File: src/rtl/mips_pkg.sv
// MIPS shared definitions: opcodes, writeback
// state encoding and classification helpers.
package mips_pkg;

  localparam logic [5:0] OP_RTYPE = 6'h00;
  localparam logic [5:0] OP_J     = 6'h02;
  localparam logic [5:0] OP_BEQ   = 6'h04;
  localparam logic [5:0] OP_BNE   = 6'h05;
  localparam logic [5:0] OP_ADDI  = 6'h08;
  localparam logic [5:0] OP_ORI   = 6'h0D;
  localparam logic [5:0] OP_LUI   = 6'h0F;
  localparam logic [5:0] OP_LB    = 6'h20;
  localparam logic [5:0] OP_LH    = 6'h21;
  localparam logic [5:0] OP_LW    = 6'h23;
  localparam logic [5:0] OP_LBU   = 6'h24;
  localparam logic [5:0] OP_LHU   = 6'h25;
  localparam logic [5:0] OP_SB    = 6'h28;
  localparam logic [5:0] OP_SH    = 6'h29;
  localparam logic [5:0] OP_SW    = 6'h2B;

  typedef enum logic {
    ST_IDLE     = 1'b0,
    ST_WAIT_MEM = 1'b1
  } wb_state_t;

  typedef struct packed {
    logic        en;
    logic [4:0]  dst;
    logic [31:0] data;
  } wb_write_t;

  function automatic logic is_load(
    input logic [5:0] op
  );
    return (op == OP_LB)  ||
           (op == OP_LH)  ||
           (op == OP_LW)  ||
           (op == OP_LBU) ||
           (op == OP_LHU);
  endfunction

  // ALU immediates 0x08..0x0F, lui included
  function automatic logic writes_rt(
    input logic [5:0] op
  );
    return op[5:3] == 3'b001;
  endfunction

endpackage

File: src/rtl/load_align.sv
// Big-endian lane select and extension
// for load data; flags misaligned accesses.
module load_align
  import mips_pkg::*;
(
  input  logic [5:0]  opcode,
  input  logic [1:0]  addr,
  input  logic [31:0] word,
  output logic [31:0] value,
  output logic        misalign
);

  logic [7:0]  lane_b;
  logic [15:0] lane_h;

  // byte/half lane pick, addr 0 is the MSB lane
  always_comb begin
    lane_b = word[31:24];
    unique case (addr)
      2'd0: lane_b = word[31:24];
      2'd1: lane_b = word[23:16];
      2'd2: lane_b = word[15:8];
      2'd3: lane_b = word[7:0];
    endcase
    lane_h = addr[1] ? word[15:0]
                     : word[31:16];
  end

  // extension per load type
  always_comb begin
    value    = word;
    misalign = 1'b0;
    unique case (1'b1)
      (opcode == OP_LB):
        value = {{24{lane_b[7]}}, lane_b};
      (opcode == OP_LBU):
        value = {24'd0, lane_b};
      (opcode == OP_LH): begin
        value    = {{16{lane_h[15]}}, lane_h};
        misalign = addr[0];
      end
      (opcode == OP_LHU): begin
        value    = {16'd0, lane_h};
        misalign = addr[0];
      end
      (opcode == OP_LW): begin
        value    = word;
        misalign = |addr;
      end
      default: value = word;
    endcase
  end

endmodule

File: src/rtl/writeback_unit.sv
// MIPS writeback stage: classifies retired
// instructions, waits for loads, writes RF.
module writeback_unit
  import mips_pkg::*;
#(
  parameter int MEM_TIMEOUT = 64,
  parameter int CNT_W       = 7
) (
  input  logic        clk,
  input  logic        rst_n,
  input  logic        ex_valid,
  output logic        ex_ready,
  input  logic [5:0]  ex_opcode,
  input  logic [4:0]  ex_rt,
  input  logic [4:0]  ex_rd,
  input  logic [31:0] ex_alu_result,
  input  logic        mem_rvalid,
  input  logic [31:0] mem_rdata,
  output logic        rf_regwrite,
  output logic [4:0]  rf_write_reg,
  output logic [31:0] rf_write_data,
  output logic        fwd_valid,
  output logic [4:0]  fwd_reg,
  output logic [31:0] fwd_data,
  output logic        err_misalign,
  output logic        err_timeout,
  output logic        err_spurious
);

  localparam logic [CNT_W-1:0] CNT_LAST =
    CNT_W'(MEM_TIMEOUT - 1);

  wb_state_t        state_q, state_d;
  logic [CNT_W-1:0] cnt_q, cnt_d;
  logic [5:0]       ld_op_q, ld_op_d;
  logic [1:0]       ld_addr_q, ld_addr_d;
  logic [4:0]       ld_rt_q, ld_rt_d;
  wb_write_t        wr_q, wr_d;
  logic             mis_q, mis_d;
  logic             to_q, to_d;
  logic             sp_q, sp_d;

  logic             idle;
  logic [5:0]       al_op;
  logic [1:0]       al_addr;
  logic [31:0]      al_value;
  logic             al_misalign;

  assign idle = (state_q == ST_IDLE);

  // IDLE checks the incoming load for
  // alignment; WAIT_MEM aligns the captured one
  assign al_op   = idle ? ex_opcode
                        : ld_op_q;
  assign al_addr = idle ? ex_alu_result[1:0]
                        : ld_addr_q;

  load_align u_align (
    .opcode   (al_op),
    .addr     (al_addr),
    .word     (mem_rdata),
    .value    (al_value),
    .misalign (al_misalign)
  );

  // state, counter, capture and output regs
  always_ff @(posedge clk or negedge rst_n) begin
    if (!rst_n) begin
      state_q   <= ST_IDLE;
      cnt_q     <= '0;
      ld_op_q   <= '0;
      ld_addr_q <= '0;
      ld_rt_q   <= '0;
      wr_q      <= '0;
      mis_q     <= 1'b0;
      to_q      <= 1'b0;
      sp_q      <= 1'b0;
    end else begin
      state_q   <= state_d;
      cnt_q     <= cnt_d;
      ld_op_q   <= ld_op_d;
      ld_addr_q <= ld_addr_d;
      ld_rt_q   <= ld_rt_d;
      wr_q      <= wr_d;
      mis_q     <= mis_d;
      to_q      <= to_d;
      sp_q      <= sp_d;
    end
  end

  // next state, write request and error flags
  always_comb begin
    state_d   = state_q;
    cnt_d     = cnt_q;
    ld_op_d   = ld_op_q;
    ld_addr_d = ld_addr_q;
    ld_rt_d   = ld_rt_q;
    wr_d      = wr_q;
    wr_d.en   = 1'b0;
    mis_d     = mis_q;
    to_d      = to_q;
    sp_d      = sp_q;
    unique case (state_q)
      ST_IDLE: begin
        if (mem_rvalid) sp_d = 1'b1;
        if (ex_valid) begin
          unique case (1'b1)
            is_load(ex_opcode): begin
              if (al_misalign) begin
                mis_d = 1'b1;
              end else begin
                state_d   = ST_WAIT_MEM;
                cnt_d     = '0;
                ld_op_d   = ex_opcode;
                ld_addr_d = ex_alu_result[1:0];
                ld_rt_d   = ex_rt;
              end
            end
            (ex_opcode == OP_RTYPE): begin
              if (ex_rd != 5'd0) begin
                wr_d.en   = 1'b1;
                wr_d.dst  = ex_rd;
                wr_d.data = ex_alu_result;
              end
            end
            writes_rt(ex_opcode): begin
              if (ex_rt != 5'd0) begin
                wr_d.en   = 1'b1;
                wr_d.dst  = ex_rt;
                wr_d.data = ex_alu_result;
              end
            end
            default: ;
          endcase
        end
      end
      ST_WAIT_MEM: begin
        if (mem_rvalid) begin
          state_d = ST_IDLE;
          if (ld_rt_q != 5'd0) begin
            wr_d.en   = 1'b1;
            wr_d.dst  = ld_rt_q;
            wr_d.data = al_value;
          end
        end else if (cnt_q == CNT_LAST) begin
          state_d = ST_IDLE;
          to_d    = 1'b1;
        end else begin
          cnt_d = cnt_q + CNT_W'(1);
        end
      end
      default: state_d = ST_IDLE;
    endcase
  end

  assign ex_ready      = idle;
  assign rf_regwrite   = wr_q.en;
  assign rf_write_reg  = wr_q.dst;
  assign rf_write_data = wr_q.data;
  assign fwd_valid     = wr_q.en;
  assign fwd_reg       = wr_q.dst;
  assign fwd_data      = wr_q.data;
  assign err_misalign  = mis_q;
  assign err_timeout   = to_q;
  assign err_spurious  = sp_q;

endmodule

File: config.mk
export PLATFORM = sky130hd
export DESIGN_NAME = writeback_unit
export DESIGN_NICKNAME = d
export VERILOG_FILES = /design/src/rtl/mips_pkg.sv /design/src/rtl/load_align.sv /design/src/rtl/writeback_unit.sv
export SDC_FILE = /design/constraint.sdc
export NUM_CORES = 1
export LEC_CHECK = 0
export CAP_MARGIN = 20
export CELL_PAD_IN_SITES_DETAIL_PLACEMENT = 0
export CELL_PAD_IN_SITES_GLOBAL_PLACEMENT = 2
export CORE_UTILIZATION = 37
export DETAILED_ROUTE_END_ITERATION = 8
export DONT_BUFFER_PORTS = 1
export GPL_TIMING_DRIVEN = 0
export PLACE_DENSITY_LB_ADDON = 0.1
export SYNTH_ARGS = -nofsm -noshare
export SYNTH_HDL_FRONTEND = slang
export SYNTH_SLANG_ARGS = --single-unit
File: constraint.sdc
create_clock -name clk -period 2.6 [get_ports clk]
set_input_delay 0 -clock clk [delete_from_list [all_inputs] [get_ports clk]]
set_output_delay 0 -clock clk [all_outputs]
set_load 0.02 [all_outputs]
==> metrics.csv <==
stage,metric,value,unit
run_status,outcome,"complete, no violations",
floorplan,core_area,10300,sq um
floorplan,start_util,38.1,%
yosys,synth_fp_nets,493,
power,finalPower,3810,uW
yosys,syn_inst,408,
min_path,hp-class,in2reg,
yosys,ys_ff_latch,62,
yosys,avgSynthCellArea,9.63,sq um
finish,final_net_count,581,
clock_tree,h-tree-depth,3,
global_route,busiest_layer,met2,
detailed_routing,route.detailed.drc,0,
detailed_routing,postRouteWirelength,13200,microns
detailed_routing,antenna_left,0,
clock_tree,cts_buffers,9,
finish,antenna_cells,0,
sta,finalCriticalPeriod,2.45,ns
global_route,use_met2,40.9,%
min_path,min_path_cells,2,
yosys,synth.cell_area,3930,sq um
detailed_routing,viasPerCell,5.71,
global_route,grt_usage,24.6,%
worst_setup_path,critPathLaunchType,register,
clock_tree,cts.sinks,62,
job,max-cap-violations,0,
sta,slew_viol_final,0,
finish,fillers,999,
power,ir_worst_vdd,0.000402,V
floorplan,pin_count,164,
worst_setup_path,arrival,2.67,ns
sta,worstMarginPinSlew,0.911,ns
clock_tree,root_buffer,clkbuf_8,
worst_setup_path,crit_required,2.82,ns
finish,largest_reg_flops,32,
sta,period_share,94.4,%
finish,drive_gt1_share,21.2,%
global_route,overflow,0,
sta,setup_viol_count_final,0,
placed_design,post-place-ws,0.0961,ns
finish,fin_area,5130,sq um
floorplan,die_x,105,microns
sta,rsz0062_at_grt,no,
clock_tree,path_clk_slew,0.08,ns
worst_setup_path,slowest_stage,mux2i_1,
global_route,antenna_found_initial,0,
power,leakagePower,0.00220,uW
sta,final.setup_skew,0.0121,ns
sta,fmax,0.407,GHz
worst_setup_path,crit_buf_inv,1,
placed_design,gp_congestion,0.804,
worst_setup_path,critPathCaptureType,register,
worst_setup_path,slowest_delay,0.67,ns
sta,setup_ws,0.146,ns
detailed_routing,drt_iter0_drc,215,
yosys,yosys_warnings,0,
worst_setup_path,crit_type,reg2reg,
placed_design,postPlaceCellArea,4100,sq um
power,power-per-cell-area,744,nW/um^2
worst_setup_path,r2r_slack,0.15,ns
floorplan,dieArea,11000,sq um
global_route,met1_usage,31.7,%
yosys,synth_seq_area_share,39.5,%
global_route,grt_max_degree,63,
global_route,grt_pass1_wl,20800,microns
yosys,synth_edf_count,0,
sta,tns,0,ns
placed_design,io_buffers,0,
worst_setup_path,crit_fanout,9,
yosys,async_flop_share,100,%
detailed_routing,detail_route.first_pass.iterations,4,
worst_setup_path,rr_worst_depth,6,
global_route,grtUsageMet3,5.49,%
clock_tree,clock_path_buffers,2,
floorplan,die_h,105,microns
worst_setup_path,cp_top_family,compound AO/OA/AOI/OAI gates,
yosys,synth_ff_type,dfrtp_1,
floorplan,std_cell_rows,37,
detailed_routing,vias,3639,
sta,finalHoldViolCount,0,
detailed_routing,wire_per_inst,20.7,microns
yosys,yosys.cell_types.count,59,
worst_setup_path,path_cells,buf_6 > mux2i_1 > nand2_1 > o22a_1 > o221a_2 > a221o_1,
worst_setup_path,cp.depth,6,
placed_design,dp_hpwl,9060,microns
finish,syn_to_final_growth,30.5,%
clock_tree,cts_tree,built,
clock_tree,clock_latency,0.35,ns
sta,relSlewSlack,38.7,%
global_route,first_global_vias,3842,
placed cells by master, fill, tap and decap left out, types with 5 or more instances in the layout:
cell	instances
dlygate4sd3_1	76
dfrtp_1	62
buf_4	42
nand2_1	34
nor2_1	33
nand3_1	31
o221ai_1	22
o21ai_0	21
mux2_2	17
a21oi_1	12
clkbuf_8	10
clkbuf_1	9
a221o_1	9
inv_1	8
nor3_1	6
and2_1	6
buf_2	6
and3_1	6
o21a_1	5
a22oi_1	5
a2111o_1	5
o22ai_1	5
power by group:
part	switching (uW)	internal [uW]
Sequential	459	1200
Combinational	588	559
Clock	430	573
what timing repair did:
action,4_1_cts,5_1_grt
endpoints found under the setup margin,0,13
setup buffers,0,0
hold buffers,77,0
hold endpoints to repair,113,0
gates resized for setup,0,3
synth_stat cells, types with 3 or more instances:
master,n,area (sq um)
o22ai_1,5,31.3
a221o_1,9,90.1
a22oi_1,5,37.5
o21a_1,5,37.5
a2111o_1,5,56.3
nor2_1,33,124
dfrtp_1,62,1550
o221ai_1,22,193
nand2_1,34,128
and3_1,6,37.5
buf_2,6,30.0
nand3_1,31,155
buf_4,42,315
inv_1,8,30.0
o21ai_0,21,105
nor3_1,6,30.0
clkbuf_1,10,37.5
mux2_2,17,191
buf_6,3,33.8
mux2i_1,4,40.0
and2_1,6,37.5
a21oi_1,12,60.1
nor4_1,4,25.0
o22a_1,3,26.3
o221ai_2,3,45.0
nor3b_1,3,22.5
routing by layer:
layer	wire (microns)	up-vias
met5	0	-
li1	-	1668
met3	821	19
met4	249	0
met1	5700	1803
met2	6400	149
worst reg2reg max path, cell delays in order (launching register included):
cell     delay [ns]
dfrtp_1        0.35
buf_6          0.15
mux2i_1        0.67
nand2_1        0.37
o22a_1         0.26
o221a_2        0.26
a221o_1        0.26
logic make-up after synthesis:
| group | after synthesis | share of synthesized area (%) |
|---|---|---|
| xor+xnor | 2 | 0.446 |
| buf+inv | 69 | 11.4 |
| fa+ha+maj | 1 | 0.318 |
| compound gates | 111 | 23.2 |
| simple gates | 136 | 17.1 |
| flops | 62 | 39.5 |
| mux | 27 | 8.12 |
cell type report:
| cell class | count | area, sq um | share of cell area [%] |
|---|---|---|---|
| multi-input combinational | 277 | 1940 | 37.8 |
| inverter | 8 | 30.0 | 0.586 |
| tap | 136 | 170 | 3.32 |
| buffer | 61 | 418 | 8.15 |
| clock inverter | 6 | 93.8 | 1.83 |
| timing repair buffer | 77 | 788 | 15.4 |
| sequential | 62 | 1550 | 30.3 |
| clock buffer | 10 | 138 | 2.68 |
final timing paths:
check                                    end          start
worst max register to register   fwd_data[0]        state_q
worst min register to register    ld_op_q[5]     ld_op_q[5]
max in group asynchronous       fwd_data[15]          rst_n
min in group asynchronous        fwd_data[3]          rst_n
worst min-delay path            fwd_data[13]  mem_rdata[13]
worst max-delay path             fwd_data[0]        state_q
through the flow:
| step | hold WS [ns] | utilization [%] | cells |
|---|---|---|---|
| 2_1_floorplan | -0.296 | - | 408 |
| 3_3_place_gp | -0.294 | 39.7 | 544 |
| 3_5_place_dp | -0.294 | 39.7 | 544 |
| 4_1_cts | 0.00475 | 49.6 | 637 |
| 5_1_grt | 0.00354 | 49.7 | 637 |
| 6_report | 0.00632 | 49.7 | 637 |
(Power assumes the default switching activity.)
